### config.mk
export PLATFORM = sky130hd
export DESIGN_NAME = keypad_event_decoder_flat
export DESIGN_NICKNAME = d
export VERILOG_FILES = /design/src/rtl/keypad_event_decoder_pkg.sv /design/src/rtl/keypad_event_decoder_if.sv /design/src/rtl/keypad_event_decoder_accum.sv /design/src/rtl/keypad_event_decoder.sv /design/src/flat_wrapper.sv
export SDC_FILE = /design/constraint.sdc
export NUM_CORES = 1
export LEC_CHECK = 0
export ABC_AREA = 1
export CAP_MARGIN = 20
export CORE_MARGIN = 2
export CORE_UTILIZATION = 52
export DETAILED_ROUTE_END_ITERATION = 12
export PLACE_DENSITY = 0.76
export SLEW_MARGIN = 20
export SYNTH_ARGS = -nofsm -noshare
export SYNTH_HDL_FRONTEND = slang
export SYNTH_SLANG_ARGS = --single-unit
### constraint.sdc
create_clock -name clk -period 1.5 [get_ports clk]
set_input_delay 0.375 -clock clk [delete_from_list [all_inputs] [get_ports clk]]
set_output_delay 0.375 -clock clk [all_outputs]
set_load 0.005 [all_outputs]
### src/rtl/keypad_event_decoder_pkg.sv
// Shared types and constants for the keypad event decoder.
// Holds the row strobe constants, frame-result and FSM enums, and a one-hot encoder.
package keypad_pkg;

  localparam int KEY_W = 4;

  localparam logic [3:0] ROW0 = 4'b0001;
  localparam logic [3:0] ROW1 = 4'b0010;
  localparam logic [3:0] ROW2 = 4'b0100;
  localparam logic [3:0] ROW3 = 4'b1000;

  typedef enum logic [1:0] {NONE, SINGLE, MULTI, INVALID} frame_res_t;

  typedef enum logic [1:0] {IDLE, CAND, EMIT, HELD} key_state_t;

  function automatic logic [1:0] onehot_enc(input logic [3:0] v);
    case (v)
      ROW1:    return 2'd1;
      ROW2:    return 2'd2;
      ROW3:    return 2'd3;
      default: return 2'd0;
    endcase
  endfunction

endpackage

### src/rtl/keypad_event_decoder_if.sv
// Key event handshake toward the request queue, plus the multi-key indication.
interface keypad_event_decoder_if;
  import keypad_pkg::*;

  logic             key_valid;
  logic [KEY_W-1:0] key_code;
  logic             key_ready;
  logic             multi_key;

  modport master (output key_valid, output key_code, output multi_key, input key_ready);
  modport slave  (input key_valid, input key_code, input multi_key, output key_ready);

endinterface

### src/rtl/keypad_event_decoder_accum.sv
// Classifies each scan sample and folds one ROW0..ROW3 sweep into a registered frame result.
module scan_frame_accumulator
  import keypad_pkg::*;
(
  input  logic             clk,
  input  logic             rst_n,
  input  logic [3:0]       row,
  input  logic [3:0]       col,
  output logic             frame_done,
  output frame_res_t       frame_res,
  output logic [KEY_W-1:0] frame_code,
  output logic             multi_pulse
);

  logic             open_q;
  logic [1:0]       hits_q;
  logic             multi_q;
  logic             invalid_q;
  logic [KEY_W-1:0] code_q;

  logic             row_ok;
  logic             starting;
  logic             closing;
  logic             restart;
  logic             sample_hit;
  logic             sample_multi;
  logic [1:0]       cur_hits;
  logic             cur_multi;
  logic             cur_invalid;
  logic [KEY_W-1:0] cur_code;
  frame_res_t       close_res;

  // cur_* is the frame state including the current sample; a ROW0 sample starts from scratch.
  // hits saturates at 2, which already means MULTI.
  always_comb begin
    row_ok       = $onehot(row);
    starting     = (row == ROW0);
    closing      = (row == ROW3) && open_q;
    restart      = starting && open_q;
    sample_hit   = row_ok && $onehot(col);
    sample_multi = row_ok && (col != 4'b0000) && !$onehot(col);
    cur_hits     = starting ? 2'd0 : hits_q;
    cur_code     = starting ? '0 : code_q;
    cur_multi    = (starting ? 1'b0 : multi_q) | sample_multi;
    cur_invalid  = (starting ? 1'b0 : invalid_q) | !row_ok;
    if (sample_hit) begin
      if (cur_hits == 2'd0) cur_code = {onehot_enc(row), onehot_enc(col)};
      if (cur_hits != 2'd2) cur_hits = cur_hits + 2'd1;
    end
    if (cur_invalid)                        close_res = INVALID;
    else if (cur_multi || cur_hits == 2'd2) close_res = MULTI;
    else if (cur_hits == 2'd1)              close_res = SINGLE;
    else                                    close_res = NONE;
  end

  // A second ROW0 before ROW3 reports the abandoned frame as INVALID and opens a new one.
  always_ff @(posedge clk or negedge rst_n) begin
    if (!rst_n) begin
      frame_done  <= 1'b0;
      frame_res   <= NONE;
      frame_code  <= '0;
      multi_pulse <= 1'b0;
      open_q      <= 1'b0;
      hits_q      <= 2'd0;
      multi_q     <= 1'b0;
      invalid_q   <= 1'b0;
      code_q      <= '0;
    end else begin
      frame_done  <= closing | restart;
      frame_res   <= restart ? INVALID : close_res;
      frame_code  <= closing ? cur_code : '0;
      multi_pulse <= closing && (close_res == MULTI);
      open_q      <= starting | (open_q & ~closing);
      if ((starting || open_q) && !closing) begin
        hits_q    <= cur_hits;
        multi_q   <= cur_multi;
        invalid_q <= cur_invalid;
        code_q    <= cur_code;
      end else begin
        hits_q    <= 2'd0;
        multi_q   <= 1'b0;
        invalid_q <= 1'b0;
        code_q    <= '0;
      end
    end
  end

endmodule

### src/rtl/keypad_event_decoder.sv
// Keypad event decoder top: debounces frame results and emits one event per physical press.
module keypad_event_decoder
  import keypad_pkg::*;
#(
  parameter int DEBOUNCE_FRAMES = 4,
  parameter int RELEASE_FRAMES  = 4,
  parameter int CNT_W           = 8
)
(
  input  logic                   clk,
  input  logic                   rst_n,
  input  logic [3:0]             row,
  input  logic [3:0]             col,
  keypad_event_decoder_if.master bus
);

  localparam logic [CNT_W-1:0] DEB_LIM = CNT_W'(DEBOUNCE_FRAMES);
  localparam logic [CNT_W-1:0] REL_LIM = CNT_W'(RELEASE_FRAMES);

  logic             frame_done;
  frame_res_t       frame_res;
  logic [KEY_W-1:0] frame_code;
  logic             multi_pulse;

  key_state_t       state, state_n;
  logic [KEY_W-1:0] cand, cand_n;
  logic [CNT_W-1:0] cnt, cnt_n;

  function automatic logic [CNT_W-1:0] sat_inc(input logic [CNT_W-1:0] v);
    return (v == '1) ? v : v + 1'b1;
  endfunction

  scan_frame_accumulator u_accum (
    .clk         (clk),
    .rst_n       (rst_n),
    .row         (row),
    .col         (col),
    .frame_done  (frame_done),
    .frame_res   (frame_res),
    .frame_code  (frame_code),
    .multi_pulse (multi_pulse)
  );

  always_ff @(posedge clk or negedge rst_n) begin
    if (!rst_n) begin
      state <= IDLE;
      cand  <= '0;
      cnt   <= '0;
    end else begin
      state <= state_n;
      cand  <= cand_n;
      cnt   <= cnt_n;
    end
  end

  // EMIT ignores frames entirely so a release during backpressure cannot cancel the event.
  always_comb begin
    state_n = state;
    cand_n  = cand;
    cnt_n   = cnt;
    case (state)
      IDLE: begin
        if (frame_done && frame_res == SINGLE) begin
          cand_n  = frame_code;
          cnt_n   = CNT_W'(1);
          state_n = (DEBOUNCE_FRAMES == 1) ? EMIT : CAND;
        end
      end
      CAND: begin
        if (frame_done) begin
          if (frame_res == SINGLE) begin
            if (frame_code == cand) begin
              cnt_n = sat_inc(cnt);
              if (cnt_n >= DEB_LIM) state_n = EMIT;
            end else begin
              cand_n  = frame_code;
              cnt_n   = CNT_W'(1);
              state_n = (DEBOUNCE_FRAMES == 1) ? EMIT : CAND;
            end
          end else begin
            cnt_n   = '0;
            state_n = IDLE;
          end
        end
      end
      EMIT: begin
        if (bus.key_ready) begin
          cnt_n   = '0;
          state_n = HELD;
        end
      end
      HELD: begin
        if (frame_done) begin
          if (frame_res == NONE) begin
            cnt_n = sat_inc(cnt);
            if (cnt_n >= REL_LIM) begin
              cnt_n   = '0;
              state_n = IDLE;
            end
          end else begin
            cnt_n = '0;
          end
        end
      end
      default: begin
        cnt_n   = '0;
        state_n = IDLE;
      end
    endcase
  end

  assign bus.key_valid = (state == EMIT);
  assign bus.key_code  = cand;
  assign bus.multi_key = multi_pulse;

endmodule
### src/flat_wrapper.sv
// flat-port wrapper written by rule: the top's interface ports become plain ports
module keypad_event_decoder_flat import keypad_pkg::*;
#(
  parameter int DEBOUNCE_FRAMES = 4,
  parameter int RELEASE_FRAMES  = 4,
  parameter int CNT_W           = 8
)
  (clk, rst_n, row, col, bus_key_valid, bus_key_code, bus_multi_key, bus_key_ready);
  keypad_event_decoder_if bus_i ();
  input  logic clk;
  input  logic rst_n;
  input  logic [3:0] row;
  input  logic [3:0] col;
  output wire logic [$bits(bus_i.key_valid)-1:0] bus_key_valid;
  output wire logic [$bits(bus_i.key_code)-1:0] bus_key_code;
  output wire logic [$bits(bus_i.multi_key)-1:0] bus_multi_key;
  input wire logic [$bits(bus_i.key_ready)-1:0] bus_key_ready;
  assign bus_key_valid = bus_i.key_valid;
  assign bus_key_code = bus_i.key_code;
  assign bus_multi_key = bus_i.multi_key;
  assign bus_i.key_ready = bus_key_ready;
  keypad_event_decoder #(.DEBOUNCE_FRAMES(DEBOUNCE_FRAMES), .RELEASE_FRAMES(RELEASE_FRAMES), .CNT_W(CNT_W)) u_core (.clk(clk), .rst_n(rst_n), .row(row), .col(col), .bus(bus_i));
endmodule
==> reports/results.ini, run 1 <==
[critical_path]
ff2ff_path_depth=11
critPathMaxStageDelay_ns=0.56
path_buf_inv=4
crit_family=adder cells
startpoint_type=input pin
path_depth=13
end_kind=flop
arrival_ns=2.50
path_class=input pin to flop
required_ns=1.72
cp_max_fo=5
crit_chain=buf_8 > inv_8 > fa_1 > inv_1 > ha_2 > ha_4 > nor2_4 > nand2_4 > nor2_4 > nand2_2 > o21ai_2 > inv_1 > nor2_1
crit_slowest_cell=fa_1

[clocking]
ctsHtreeMaxLevel=2
clkTransAtPathRegs_ns=0.07
clk_latency_ns=0.30
clock_sinks=31
cts_hold_buf=0
cts_inserted_buffers=5
cts_buffer_depth=2
tritoncts=done
root_buffer=clkbuf_8

[placement]
placed_cells=360
gp_congestion=0.878
dp_hpwl_microns=3270
place.port_buffers=16

[synth]
synth_ff_type=dfrtp_1
synth-seq-cells=31
ys_seq_area_share_pct=39.3
yosysWarnings=0
synthCells=252
syn-num-nets=276
synth_edf_count=0
synth_area_per_cell_sq_um=7.84
syn_area_sq_mm=0.00198
async_flop_share_pct=100
synth_cell_types=31

[die]
initial_utilization_pct=54.0
coreArea_sq_mm=0.00366
die-area_sq_mm=0.00431
die_x_microns=65.6
die_y_microns=65.6
floorplan.rows=22
pin_count=17

[route]
drc=0
drt_wl_total_microns=7000
drtAntennaViolNets=0
drtIter0Drc=281
viasPerCell=5.68
vias=2182
dr.pass1.iters=5
post_drt_wl_per_cell_microns=18.2

[timing]
rsz0062_at_grt=yes
setup_viol=27
max_freq_ghz=0.439
finClkSkew_ns=0.00704
fin_ws_ns=-0.780
holdWs_ns=0.440
fin_crit_ns=2.28
finalMaxSlewViolations=0
slew_headroom_pct=78.8
hold_viol_final=0
finalSetupTns_ns=-11.53
timing.final.crit_share_pct=152
tightest_slew_ns=0.309

[global_routing]
grt_pass1_wl_microns=8880
grtUsageTotal_pct=27.3
antenna_found_initial=0
overflow=0
grt_max_degree=32
grt_pass1_vias=1965

[final_layout]
seqCellArea_sq_um=776
final_nets=359
n_fill_cell=179
areaGrowthSynthToFinish_pct=61.7
drive_gt1_share_pct=50.9
antennaDiodeCount=0
multi_input_area_sq_mm=0.00138
stdcell_count=384

[power]
irDropWorstVdd_mv=1.41
powerDensity_mw_per_mm2=1130
leakage_nw=1.50

[run]
cap_viol_max_count=0

[min_path]
hp-class=input pin to asynchronous set/reset pin

[outcome]
violations=setup timing
outcome=complete, but fails checks

==> cell usage after synthesis (2+ instances only) <==
cell type / instances / area share, %
nand2_1: 43 / 8.2
nand2_2: 6 / 1.9
o21ai_2: 2 / 0.89
inv_2: 5 / 0.95
a21oi_1: 7 / 1.8
nor2_4: 3 / 1.7
fa_1: 2 / 2.0
nand4_1: 2 / 0.63
mux2i_1: 2 / 1.0
ha_1: 11 / 7.0
inv_1: 44 / 8.4
nor2_1: 31 / 5.9
xnor2_1: 6 / 2.7
nand3_1: 20 / 5.1
nor2_2: 5 / 1.6
nor3_1: 2 / 0.51
dfrtp_1: 31 / 39
o21ai_0: 17 / 4.3
==> registers in the layout, indices dropped and copies added (netlist names), named ones only <==
signal                      flops
u_core.u_accum.frame_code       4
u_core.state                    1
u_core.u_accum.frame_res        2
u_core.u_accum.multi_q          1
u_core.u_accum.open_q           1
u_core.u_accum.frame_done       1
u_core.u_accum.code_q           4
u_core.cnt                      8
u_core.u_accum.invalid_q        1
u_core.u_accum.multi_pulse      1
u_core.bus.key_code             4
u_core.u_accum.hits_q           2
==> layout make-up <==
cell class | count | share of cell area, %
sequential | 31 | 24.3
clock buffer | 6 | 2.58
clock inverter | 2 | 1.10
inverter | 50 | 6.50
multi-input combinational | 172 | 43.2
tap | 48 | 1.88
timing repair buffer | 75 | 20.4
==> kinds of logic (layout without fill, tap and decap cells) <==
kind of cell	after synthesis	count (layout)	synth area share, %
AOI/OAI and AO/OA	35	35	11.1
xor gates and xnor gates	6	6	2.66
adders and majority gates	13	13	8.99
buffers and inverters	50	133	9.63
DFF	31	31	39.3
muxes	2	2	1.01
and+or+nand+nor	115	116	27.3
==> where the power goes <==
part	switching, mW	internal (mW)
Combinational	0.893	0.677
Clock	0.359	0.538
Sequential	0.163	0.988
==> metal layers <==
metal  vias to the layer above  track usage, %  wire length [microns]
li1                        958               -                      -
met1                      1043            35.3                   2740
met2                       141            44.6                   3510
met3                        40            5.14                    472
met4                         0            11.2                    273
met5                         -               0                      0
==> cell usage in the layout (no fill, tap or decap), drive strengths merged <==
cell type | synthesis | layout
o211ai | 1 | 1
a31oi | 1 | 1
dfrtp | 31 | 31
nand2 | 49 | 50
o21ai | 20 | 20
o21a | 1 | 1
nand4 | 2 | 2
clkbuf | 0 | 6
bufinv | 0 | 1
o21bai | 1 | 1
buf | 0 | 64
mux2i | 2 | 2
or2 | 1 | 1
nor3 | 2 | 2
clkinv | 0 | 1
o31ai | 1 | 1
dlygate4sd2 | 0 | 7
clkdlybuf4s50 | 0 | 3
xnor2 | 6 | 6
a21oi | 8 | 8
nor2 | 40 | 40
fa | 2 | 2
clkdlybuf4s15 | 0 | 1
o2111ai | 1 | 1
inv | 50 | 50
nand3 | 21 | 21
a31o | 1 | 1
ha | 11 | 11
==> per-stage QoR <==
step	setup slack, ns	cell area [sq um]	util (%)	total power [mW]
detailed placement	-1.47	2610	71.2	2.27
global route	-0.851	3200	87.3	3.75
floorplan	-0.740	2040	-	1.79
global placement	-1.41	2610	71.2	2.23
finish	-0.780	3200	87.3	3.62
CTS	-0.662	2910	79.6	3.27
==> path summary, 6_finish.rpt <==
| check | from | to | slack (ns) |
|---|---|---|---|
| max in group asynchronous | rst_n | u_core.u_accum.hits_q[1] | 0.89 |
| worst min register to register | u_core.u_accum.frame_code[1] | u_core.bus.key_code[1] | 0.54 |
| worst max-delay path | col[3] | u_core.u_accum.frame_code[3] | -0.78 |
| worst max register to register | u_core.cnt[1] | flop | -0.26 |
| worst min-delay path | rst_n | u_core.u_accum.code_q[0] | 0.44 |
| min in group clk | u_core.u_accum.frame_code[1] | u_core.bus.key_code[1] | 0.54 |
==> timing repair <==
action                                  in CTS  in global routing
endpoints found under the hold margin        0                  0
buffers inserted                             8                 11
pin swaps                                   22                 24
gates resized for setup                     68                 65
endpoints found under the setup margin      26                 30
cloned                                       1                  0
No activity file was read; power rests on OpenSTA's default activity.
==> run 2: changes to the inputs <==
--- a/config.mk
+++ b/config.mk
@@ -7,7 +7,7 @@
 export LEC_CHECK = 0
 export ABC_AREA = 1
 export CAP_MARGIN = 20
-export CORE_MARGIN = 2
+export CORE_MARGIN = 10
 export CORE_UTILIZATION = 52
 export DETAILED_ROUTE_END_ITERATION = 12
 export PLACE_DENSITY = 0.76
==> reports/results.ini, run 2 (same netlist as run 1, synthesis figures left out) <==
[die]
die_y_microns=81.6  ; +24%
floorplan.rows=22  ; unchanged
die-area_sq_mm=0.00667  ; +55%
initial_utilization_pct=54.0  ; unchanged
die_x_microns=81.6  ; +24%
pin_count=17  ; unchanged
coreArea_sq_mm=0.00366  ; unchanged

[timing]
fin_ws_ns=-0.752  ; +0.0280 ns
tightest_slew_ns=0.298  ; -0.0115 ns
rsz0062_at_grt=yes
max_freq_ghz=0.444  ; +1.2%
setup_viol=23  ; -15%
hold_viol_final=0  ; unchanged
finalMaxSlewViolations=0  ; unchanged
slew_headroom_pct=80.1  ; +1.3 points
timing.final.crit_share_pct=150  ; -1.9 points
finClkSkew_ns=0.00621  ; -0.000821 ns
fin_crit_ns=2.25  ; -0.0280 ns

[global_routing]
grtUsageTotal_pct=19.4  ; -7.9 points
antenna_found_initial=0  ; unchanged
grt_max_degree=32  ; unchanged
overflow=0  ; unchanged
grt_pass1_vias=2148  ; +9.3%
grt_pass1_wl_microns=10000  ; +13%

[clocking]
clock_sinks=31  ; unchanged
clkTransAtPathRegs_ns=0.08  ; about the same
cts_hold_buf=0  ; unchanged
clk_latency_ns=0.30  ; about the same
cts_buffer_depth=2  ; unchanged
tritoncts=done
root_buffer=clkbuf_8
cts_inserted_buffers=5  ; unchanged
ctsHtreeMaxLevel=2  ; unchanged

[run]
cap_viol_max_count=0  ; unchanged

[critical_path]
required_ns=1.68  ; -0.04 ns
path_class=input pin to flop
critPathMaxStageDelay_ns=0.35  ; -0.21 ns
arrival_ns=2.43  ; -0.07 ns
crit_family=adder cells
crit_chain=buf_8 > inv_4 > ha_4 > inv_2 > fa_2 > inv_2 > ha_4 > nor3_4 > inv_2 > nor2_4 > nor2_2 > a21oi_4 > o211ai_1 > inv_1 > nand2_1
startpoint_type=input pin
cp_max_fo=3  ; -2
cp_common_cell=inv_2
crit_slowest_cell=fa_2
end_kind=flop
path_buf_inv=6  ; +2

[route]
wl_met2_microns=3360  ; -4.2%
wl_met3_microns=366  ; -22%
drtAntennaViolNets=0  ; unchanged
drc=0  ; unchanged
dr.pass1.iters=4  ; -1
drt_wl_total_microns=6500  ; -7.1%
wl_met1_microns=2540  ; -7.4%
drtIter0Drc=177  ; -37%
vias=2076  ; -4.9%
viasPerCell=5.30  ; -6.8%
post_drt_wl_per_cell_microns=16.6  ; -9.0%
top_layer=met4

[power]
leakage_nw=1.51  ; +0.73%
powerDensity_mw_per_mm2=1090  ; -4.0%
irDropWorstVdd_mv=0.870  ; -38%
power_mw=3.42  ; -5.3%

[outcome]
violations=setup timing
outcome=complete, but fails checks

[placement]
dp_hpwl_microns=3390  ; +3.8%
postPlaceCellArea_sq_mm=0.00261  ; +0.29%
place.port_buffers=16  ; unchanged
gp_congestion=0.853  ; -2.8%

[final_layout]
final_nets=367  ; +2.2%
antennaDiodeCount=0  ; unchanged
fin_util_pct=86.1  ; -1.2 points
layout_commonest_cell=buf_4
areaGrowthSynthToFinish_pct=59.5
largest_reg_flops=8  ; unchanged
final_area_sq_mm=0.00315  ; -1.4%
drive_gt1_share_pct=48.3  ; -2.6 points
n_fill_cell=189  ; +5.6%
top_register=u_core.cnt
final_cell_mix=buf_4 (62), nand2_1 (38), dfrtp_1 (30), inv_1 (29), nor2_1 (25)

[min_path]
hp-class=input pin to asynchronous set/reset pin

## run 2: cell count changes in the layout (fill, tap and decap cells not counted), sizes merged
cell      previous run  this run
buf                 64        73
bufinv               1         0
clkbuf               6         7
clkinv               1         0
clkinvlp             0         1
nand2               50        49
## run 2: timing repair
item                                    4_1_cts  5_1_grt
endpoints found under the setup margin       26       30
resized for setup                            66       42
setup buffers                                20        6
pin swaps                                    21       14
cloned                                        0        0
## run 2: final timing paths
path / start / end / slack (ns) / depth (start not counted)
worst max register to register: u_core.cnt[1] / flop / -0.17 / 12
worst max-delay path: row[0] / u_core.u_accum.frame_res[1] / -0.75 / 15
max in group asynchronous: rst_n / u_core.bus.key_code[1] / 0.88 / 2
worst min register to register: u_core.bus.key_code[1] / u_core.bus.key_code[1] / 0.57 / 2
worst min-delay path: rst_n / u_core.bus.key_code[3] / 0.44 / 2
min in group clk: u_core.bus.key_code[1] / u_core.bus.key_code[1] / 0.57 / 2
## run 2: power by group
group	switching [mW]	leakage, nW	internal (mW)	total (mW)
Combinational	0.829	1.06	0.698	1.53
Clock	0.365	0.0505	0.418	0.783
Sequential	0.127	0.398	0.987	1.11
## run 2: cell type report
cell class	instances	area, sq um	area share [%]
Clock inverter	1	7.51	0.238
Clock buffer	7	96.3	3.06
Multi-Input combinational cell	171	1300	41.2
Tap cell	48	60.1	1.91
Timing Repair Buffer	84	707	22.4
Inverter	50	205	6.51
Sequential cell	31	777	24.7
## run 2: metrics by stage
step,hold slack (ns),cells,setup TNS [ns],worst slack (ns)
finish,0.440,392,-10.03,-0.752
global route,0.462,392,-12.67,-0.806
CTS,0.457,388,-8.05,-0.595
detailed placement,0.512,361,-23.18,-1.54
global placement,0.508,361,-22.06,-1.41
floorplan,0.0794,252,-9.71,-0.740
## run 2: routing by layer
metal  track usage [%]  vias up
li1                  -      977
met1              22.4      994
met2              33.6       80
met3              4.48       25
met4              8.67        0
met5                 0        -
==> run 3: changes to the inputs <==
--- a/config.mk
+++ b/config.mk
@@ -8,7 +8,7 @@
 export ABC_AREA = 1
 export CAP_MARGIN = 20
 export CORE_MARGIN = 10
-export CORE_UTILIZATION = 52
+export CORE_UTILIZATION = 55
 export DETAILED_ROUTE_END_ITERATION = 12
 export PLACE_DENSITY = 0.76
 export SLEW_MARGIN = 20
==> constraint.sdc (replaced) <==
create_clock -name clk -period 2.4 [get_ports clk]
set_input_delay 0.6 -clock clk [delete_from_list [all_inputs] [get_ports clk]]
set_output_delay 0.6 -clock clk [all_outputs]
set_load 0.005 [all_outputs]
==> reports/results.ini, run 3 (same netlist as run 1, synthesis figures left out) <==
[clocking]
tritoncts=done
clkTransAtPathRegs_ns=0.09  ; about the same
ctsHtreeMaxLevel=2  ; unchanged
root_buffer=clkbuf_4
clk_latency_ns=0.33  ; +0.03 ns
clock_sinks=31  ; unchanged
cts_hold_buf=0  ; unchanged
cts_buffer_depth=2  ; unchanged
cts_inserted_buffers=5  ; unchanged

[final_layout]
final_nets=325  ; -11%
n_fill_cell=240  ; +27%
antennaDiodeCount=0  ; unchanged
final_area_sq_mm=0.00258  ; -18%
fin_util_pct=75.6  ; -10 points
final_cell_mix=nand2_1 (42), inv_1 (34), dfrtp_1 (31), nor2_1 (27), buf_4 (25)
layout_commonest_cell=nand2_1
largest_reg_flops=8  ; unchanged
top_register=u_core.cnt
areaGrowthSynthToFinish_pct=30.8
drive_gt1_share_pct=30.6  ; -18 points

[route]
post_drt_wl_per_cell_microns=12.7  ; -23%
wl_met1_microns=2020  ; -21%
top_layer=met4
wl_met2_microns=2060  ; -39%
dr.pass1.iters=4  ; unchanged
vias=1767  ; -15%
drc=0  ; unchanged
viasPerCell=5.09  ; -3.8%
drt_wl_total_microns=4410  ; -32%
drtAntennaViolNets=0  ; unchanged
wl_met3_microns=262  ; -28%
drtIter0Drc=138  ; -22%

[critical_path]
required_ns=2.62  ; +0.94 ns
path_buf_inv=6  ; unchanged
r2r-start=u_core.cnt[0]
arrival_ns=2.59  ; +0.16 ns
cp_max_fo=5  ; +2
crit_family=adder cells
path_class=input pin to flop
cp_common_cell=inv_2
crit_start=row[0]
end_kind=flop
crit_chain=buf_6 > inv_4 > ha_4 > inv_2 > fa_2 > inv_2 > ha_4 > nor3_4 > inv_2 > nor2_4 > nand2_4 > o21ai_4 > o211ai_1 > inv_1 > nand2_1
startpoint_type=input pin
crit_slowest_cell=fa_2
r2r_setup_slack_ns=0.58  ; +0.75 ns
critPathMaxStageDelay_ns=0.32  ; -0.03 ns

[min_path]
holdCritStartpoint=u_core.u_accum.open_q
hp-class=flop to flop

[placement]
dp_slack_ns=-0.804  ; +0.735 ns
place.port_buffers=16  ; unchanged
dp_hpwl_microns=3060  ; -9.7%
postPlaceCellArea_sq_mm=0.00237  ; -9.2%
gp_congestion=0.869  ; +1.8%

[global_routing]
grtUsageTotal_pct=14.2  ; -5.1 points
overflow=0  ; unchanged
grt_pass1_vias=1674  ; -22%
grt_pass1_wl_microns=7310  ; -27%
antenna_found_initial=0  ; unchanged
grt_max_degree=32  ; unchanged

[die]
coreArea_sq_mm=0.00342  ; -6.7%
die_x_microns=79.9  ; -2.1%
pin_count=17  ; unchanged
floorplan.rows=21  ; -4.5%
die_y_microns=79.9  ; -2.1%
initial_utilization_pct=57.8  ; +3.9 points
die-area_sq_mm=0.00639  ; -4.1%

[timing]
finalMaxSlewViolations=0  ; unchanged
finClkSkew_ns=0.00588  ; -0.000334 ns
slew_headroom_pct=71.0  ; -9.1 points
rsz0062_at_grt=yes
tightest_slew_ns=0.435  ; +0.137 ns
hold_viol_final=0  ; unchanged
setup_viol=0  ; -100%
timing.final.crit_share_pct=98.5
fin_ws_ns=0.0355  ; +0.787 ns
finalSetupTns_ns=0  ; +10.03 ns
fin_crit_ns=2.36
max_freq_ghz=0.423

[run]
cap_viol_max_count=0  ; unchanged

[power]
leakage_nw=1.21  ; -20%
irDropWorstVdd_mv=0.659  ; -24%
powerDensity_mw_per_mm2=668  ; -39%
power_mw=1.73  ; -50%

[outcome]
outcome=finished, final reports clean

-- run 3: changes by cell type in the layout (fill, tap and decap cells not counted), moves of 6 or more --
cell and delta:
nand3_1 +6, buf_6 -6, clkbuf_8 -7, o21ai_0 +12
o21ai_1 -8, clkdlybuf4s50_1 +6, buf_4 -37
-- run 3: metrics by stage --
| stage | std cells | hold slack, ns |
|---|---|---|
| 2_1_floorplan | 252 | 0.304 |
| 3_3_place_gp | 331 | 0.509 |
| 3_5_place_dp | 331 | 0.511 |
| 4_1_cts | 344 | 0.531 |
| 5_1_grt | 347 | 0.563 |
| 6_report | 347 | 0.536 |
-- run 3: what timing repair did --
| action | 4_1_cts | 5_1_grt |
|---|---|---|
| resized for setup | 34 | 13 |
| endpoints found under the setup margin | 15 | 13 |
| pin swaps | 12 | 8 |
| gates cloned | 1 | 0 |
| setup buffers | 5 | 3 |
-- run 3: tightest hold or removal path, stage by stage (launching register included) --
cell     delay (ns)
dfrtp_1        0.36
nand2_1        0.09
nand2_1        0.07
-- run 3: path summary, 6_finish.rpt --
| check | to | cells after the start |
|---|---|---|
| setup / recovery | u_core.u_accum.frame_res[1] | 15 |
| hold / removal | u_core.u_accum.frame_res[1] | 2 |
| setup reg to reg | u_core.state[0] | 11 |
| hold reg to reg | u_core.u_accum.frame_res[1] | 2 |
| max in group asynchronous | u_core.u_accum.hits_q[0] | 2 |
| min in group asynchronous | u_core.bus.key_code[1] | 2 |
-- run 3: cell type report --
class	instances	area, sq um	area share [%]
Inverter	50	203	7.85
Sequential cell	31	776	30.0
Timing Repair Buffer	41	343	13.3
Multi-Input combinational cell	172	1130	43.9
Tap cell	46	57.6	2.23
Clock inverter	1	30.0	1.16
Clock buffer	6	41.3	1.60
-- run 3: metal layers --
layer | vias to the layer above | track usage, %
li1 | 888 | -
met1 | 830 | 18.8
met2 | 39 | 20.6
met3 | 10 | 4.84
met4 | 0 | 5.99
met5 | - | 0
-- run 3: power breakdown --
part           switching [mW]  internal [mW]
Combinational           0.368          0.259
Clock                   0.169          0.214
Sequential             0.0996          0.616
